===== src/rtl/instr_queue.sv =====
// instr_queue: decode-side circular instruction queue between fetch and issue.
// Optional feature macro: IQ_STALL_STATS_EN adds the saturating stall_cycles output.
module instr_queue #(
  parameter int DEPTH = 8,
  parameter int WIDTH = 16
) (
  input  logic             clk,
  input  logic             reset,
  input  logic             flush,
  input  logic [WIDTH-1:0] instr1,
  input  logic [WIDTH-1:0] instr2,
  output logic             stall,
  input  logic [1:0]       deq_count,
  output logic [1:0]       out_valid,
  output logic [WIDTH-1:0] out_instr1,
  output logic [WIDTH-1:0] out_instr2,
  output logic             overflow_err
`ifdef IQ_STALL_STATS_EN
  ,
  output logic [15:0]      stall_cycles
`endif
);
  localparam int PW = $clog2(DEPTH);
  localparam int CW = PW + 1;

  logic [WIDTH-1:0] mem [DEPTH];

  logic [PW-1:0]    head_reg, head_next, tail_reg, tail_next;
  logic [PW-1:0]    head_plus1, tail_plus1;
  logic [CW-1:0]    occ_reg, occ_next;
  logic [CW-1:0]    space, deq_ext, req_ext, enq_ext;
  logic             stall_reg, stall_next;
  logic             overflow_reg, overflow_next;
  logic [1:0]       deq_eff, enq_req, enq;
  logic             v1, v2;
  logic [WIDTH-1:0] first_word;

  always_comb begin
    head_plus1 = head_reg + PW'(1);
    tail_plus1 = tail_reg + PW'(1);

    // Head presentation comes from registered state only; no enqueue bypass.
    out_valid  = (occ_reg >= CW'(2)) ? 2'd2 : occ_reg[1:0];
    out_instr1 = (out_valid != 2'd0) ? mem[head_reg] : '0;
    out_instr2 = (out_valid == 2'd2) ? mem[head_plus1] : '0;

    deq_eff    = (deq_count > out_valid) ? out_valid : deq_count;
    v1         = |instr1;
    v2         = |instr2;
    enq_req    = {1'b0, v1} + {1'b0, v2};
    first_word = v1 ? instr1 : instr2;

    // Dequeue this cycle frees space, so a full queue can still accept.
    deq_ext       = CW'(deq_eff);
    req_ext       = CW'(enq_req);
    space         = CW'(DEPTH) - occ_reg + deq_ext;
    overflow_next = overflow_reg;
    enq           = enq_req;
    if (req_ext > space) begin
      enq           = space[1:0];
      overflow_next = 1'b1;
    end
    enq_ext   = CW'(enq);
    occ_next  = occ_reg - deq_ext + enq_ext;
    head_next = head_reg + PW'(deq_eff);
    tail_next = tail_reg + PW'(enq);

    if (flush) begin
      enq           = 2'd0;
      occ_next      = '0;
      head_next     = '0;
      tail_next     = '0;
      overflow_next = overflow_reg;
    end

    // Margin covers one in-flight pair plus one more from fetch's output register.
    stall_next = (occ_next > CW'(DEPTH - 4));
  end

  always_ff @(posedge clk) begin
    if (!reset) begin
      head_reg     <= '0;
      tail_reg     <= '0;
      occ_reg      <= '0;
      stall_reg    <= 1'b0;
      overflow_reg <= 1'b0;
    end else begin
      head_reg     <= head_next;
      tail_reg     <= tail_next;
      occ_reg      <= occ_next;
      stall_reg    <= stall_next;
      overflow_reg <= overflow_next;
    end
  end

  // Storage needs no reset: entries are only visible while counted in occ.
  always_ff @(posedge clk) begin
    if (reset && (enq != 2'd0)) mem[tail_reg] <= first_word;
    if (reset && (enq == 2'd2)) mem[tail_plus1] <= instr2;
  end

  assign stall        = stall_reg;
  assign overflow_err = overflow_reg;

`ifdef IQ_STALL_STATS_EN
  logic [15:0] stall_cycles_reg;

  always_ff @(posedge clk) begin
    if (!reset) begin
      stall_cycles_reg <= '0;
    end else if (stall_reg && (stall_cycles_reg != 16'hFFFF)) begin
      stall_cycles_reg <= stall_cycles_reg + 16'd1;
    end
  end

  assign stall_cycles = stall_cycles_reg;
`endif

endmodule


===== config.mk =====
export PLATFORM = sky130hd
export DESIGN_NAME = instr_queue
export DESIGN_NICKNAME = d
export VERILOG_FILES = /design/src/rtl/instr_queue.sv
export SDC_FILE = /design/constraint.sdc
export NUM_CORES = 1
export LEC_CHECK = 0
export BUFFER_PORTS_ARGS = -buffer_cell sky130_fd_sc_hd__buf_2
export CORE_ASPECT_RATIO = 0.8
export CORE_MARGIN = 5
export CORE_UTILIZATION = 40
export CTS_CLUSTER_DIAMETER = 200
export CTS_CLUSTER_SIZE = 16
export DETAILED_ROUTE_END_ITERATION = 8
export GPL_TIMING_DRIVEN = 0
export PLACE_DENSITY = 0.68
export SYNTH_ARGS = -nofsm -noshare
export SYNTH_HDL_FRONTEND = slang
export SYNTH_SLANG_ARGS = --single-unit

===== constraint.sdc =====
create_clock -name clk -period 9.3 [get_ports clk]
set_clock_uncertainty 0.1 [all_clocks]
set_input_delay 0.93 -clock clk [delete_from_list [all_inputs] [get_ports clk]]
set_output_delay 0.93 -clock clk [all_outputs]
set_load 0.05 [all_outputs]

==> out/qor.json <==
{
  "rows": 47,
  "grt_start_max_net_pins": 17,
  "critPathMaxFanout": 10,
  "setup.worst_path.start_class": "flop",
  "detailroute.via_count": 6511,
  "final_min_period_over_clock_period_pct": 76.60,
  "postCtsHoldBufs": 0,
  "post-dp-hpwl_um": 19110,
  "post_synth_num_cell_types": 43,
  "maxSlewHeadroom_pct": 19.75,
  "drt_pre_antenna_iters": 5,
  "cp_data_arrival_time_ns": 7.21,
  "vdd.ir_drop.worst_mv": 0.1329,
  "async_flop_share_pct": 0,
  "pd_cells_nw_per_um2": 286.4,
  "initial_core_util_pct": 40.91,
  "synthesis.area_per_instance_um2": 13.26,
  "final.setup.worst_slack_ns": 2.176,
  "final_net_count": 766,
  "syn-cell-area_um2": 8516,
  "synth-warning-count": 0,
  "drive_gt1_share_pct": 24.34,
  "post-route-min-period_ns": 7.124,
  "drv_cap": 0,
  "totalNegativeSetupSlack_ns": 0,
  "post-cts-setup-buffers": 0,
  "antennaDiodeCount": 0,
  "count_of_pins_on_the_block_boundary": 73,
  "critPathKind": "reg2reg",
  "critPathLaunch": "occ_reg[2]$_SDFF_PN0_",
  "placed_cells": 960,
  "area_growth_pct": 15.71,
  "globalRoute.totalOverflow": 0,
  "grt_first_pass_wirelength_um": 40800,
  "grt_usage_pct": 22.52,
  "num-fill-cells": 1821,
  "buffer_ports.inserted": 40,
  "die-area_um2": 24330,
  "synth_seq_cells": 140,
  "drv_slew": 0,
  "clk_pin_slew_worst_paths_ns": 0.06,
  "timing.hold.worst.start": "overflow_err$_SDFFE_PN0P_",
  "final-hold-violation-count": 0,
  "number_of_global_route_vias_before_repair": 6449,
  "cts_max_path_buffers": 2,
  "cts_made_buffers": 17,
  "synth_fp_nets": 698,
  "core_um2": 20820,
  "multiInputGateArea_um2": 4148,
  "seq_area_um2": 4084,
  "drt-initial-drc-count": 866,
  "largest_register_ffs": 128,
  "synth-seq-area-share_pct": 47.96,
  "final_util_pct": 47.33,
  "tightest_slew_ns": 1.204,
  "clkSinkCount": 140,
  "route.detailed.wl_per_inst_um": 27.30,
  "hold_path.class": "reg2reg",
  "setup_repair_after_global_routing_missed_its_margin": "no",
  "stdcell_count": 992,
  "globalplace.congestion": 0.8850,
  "die-width_um": 173.1,
  "fp.dieH_um": 140.5,
  "report.final.setup_viol": 0,
  "prevailing_post_synth_register_cell": "edfxtp_1",
  "root_buffer": "clkbuf_16",
  "remaining_drc_errors": 0,
  "preCtsSetupSlack_ns": 2.358,
  "vias_per_cell": 6.564,
  "setup.worst_path.end_class": "flop",
  "number_of_levels_in_the_clock_h_tree": 4,
  "syn_inst": 642,
  "tritoncts": "yes",
  "routed_wl_um": 27080,
  "clk_lat_worst_skew_ns": 0.43,
  "r2r_start": "occ_reg[2]$_SDFF_PN0_",
  "cts_resized": 0,
  "synth_edf_count": 128,
  "achievable-frequency_mhz": 140.4,
  "final_antenna_net_count": 0,
  "total_leakage_power_nw": 3.406,
  "antenna_violations_before_repair": 0,
  "worst_ep_required_time_ns": 9.39,
  "outcome": "finished clean"
}
-- layout make-up --
type | count | area share, %
clock inverter | 12 | 1.473
buffer | 73 | 3.022
sequential | 140 | 41.45
inverter | 16 | 0.6095
clock buffer | 20 | 4.432
tap | 269 | 3.416
multi-input combinational | 413 | 42.10
timing repair buffer | 49 | 3.505
-- logic make-up (layout without fill, tap and decap cells) --
logic type / after synthesis / count (layout) / share of synthesized area (%)
AOI/OAI and AO/OA: 166 / 166 / 16.07
xor gates and xnor gates: 9 / 9 / 0.9257
adders and majority gates: 19 / 19 / 3.233
buffers and inverters: 89 / 170 / 4.202
DFF: 140 / 140 / 47.96
muxes: 92 / 92 / 20.89
and+or+nand+nor: 127 / 127 / 6.715
-- path summary, 6_finish.rpt --
path | endpoint | slack [ns] | depth (start not counted)
worst max-delay path | mem[2][12]$_DFFE_PP_ | 2.18 | 19
worst min-delay path | overflow_err$_SDFFE_PN0P_ | 0.36 | 1
worst max register to register | mem[2][12]$_DFFE_PP_ | 2.18 | 19
worst min register to register | overflow_err$_SDFFE_PN0P_ | 0.36 | 1
-- critical path: stages, from the launching register on --
cell      delay, ns
dfxtp_1        0.34
inv_1          0.10
ha_1           0.16
nor2b_1        0.25
buf_2          0.34
clkbuf_1       0.64
inv_1          0.11
ha_1           0.36
o31a_1         0.31
a311oi_2       0.33
fa_1           0.53
ha_1           0.34
nor2b_1        0.14
o211ai_1       0.20
nor2_1         0.08
mux2i_2        0.48
mux2i_2        0.67
clkbuf_1       0.74
o31ai_4        0.38
buf_8          0.26
-- synthesized netlist by cell type, types with 2 or more instances --
library cell	n	share of area, %
a22o_1	128	13
edfxtp_1	128	45
mux4_2	64	17
nand2_1	44	1.9
nor2_1	39	1.7
clkbuf_1	31	1.4
buf_1	28	1.2
mux2i_1	19	2.2
a21oi_1	17	1.0
inv_1	16	0.71
ha_1	14	2.1
buf_2	13	0.76
dfxtp_1	12	2.8
nor3_1	8	0.47
nor4_1	8	0.59
xnor2_1	7	0.72
and2_1	6	0.44
fa_1	5	1.2
mux2i_2	5	0.81
nand3_1	5	0.29
o31ai_1	5	0.44
nand4_1	4	0.29
o21ai_0	4	0.24
mux2i_4	3	0.79
nand2_2	3	0.22
nand2b_1	3	0.22
nor2b_1	3	0.22
a21o_1	2	0.18
a311oi_2	2	0.35
o21bai_1	2	0.18
xor2_1	2	0.21
-- report_power, final --
part | internal, W | switching (W)
logic | 0.000453 | 0.000863
registers | 0.000785 | 0.0000429
clock network | 0.000419 | 0.000260
-- placed cells by master, fill, tap and decap left out, drive strengths merged, types with 2 or more instances in the layout --
cell | Yosys | routed
nand2b | 3 | 3
a311oi | 2 | 2
nor2b | 3 | 3
xor2 | 2 | 2
a21o | 2 | 2
fa | 5 | 5
nand2 | 47 | 47
o21bai | 2 | 2
ha | 14 | 14
o21ai | 4 | 4
mux4 | 64 | 64
inv | 16 | 17
clkinv | 0 | 7
o31ai | 5 | 5
nor3 | 8 | 8
dfxtp | 12 | 12
nor2 | 39 | 39
edfxtp | 128 | 128
a21oi | 17 | 17
mux2i | 27 | 27
buf | 42 | 91
bufinv | 0 | 3
nor4 | 8 | 8
and2 | 6 | 6
a22o | 128 | 128
xnor2 | 7 | 7
or2 | 2 | 2
nand3 | 5 | 5
clkbuf | 31 | 51
nand4 | 4 | 4
-- per-stage QoR --
stage               hold slack (ns)  total power, W  instance area (µm²)
CTS                          0.3709        0.002810                 9853
global route                 0.4099        0.002944                 9853
global placement             0.3430        0.002093                 9052
detailed placement           0.3572        0.002142                 9271
finish                       0.3644        0.002822                 9853
floorplan                    0.4506        0.001789                 8516
-- metal layers --
layer	track usage, %	share of wire, %
met1	31.47	40
met2	34.18	45
met3	6.034	13
met4	7.935	2.6
met5	0	0
Note: power is estimated with default switching activity, not from simulation.
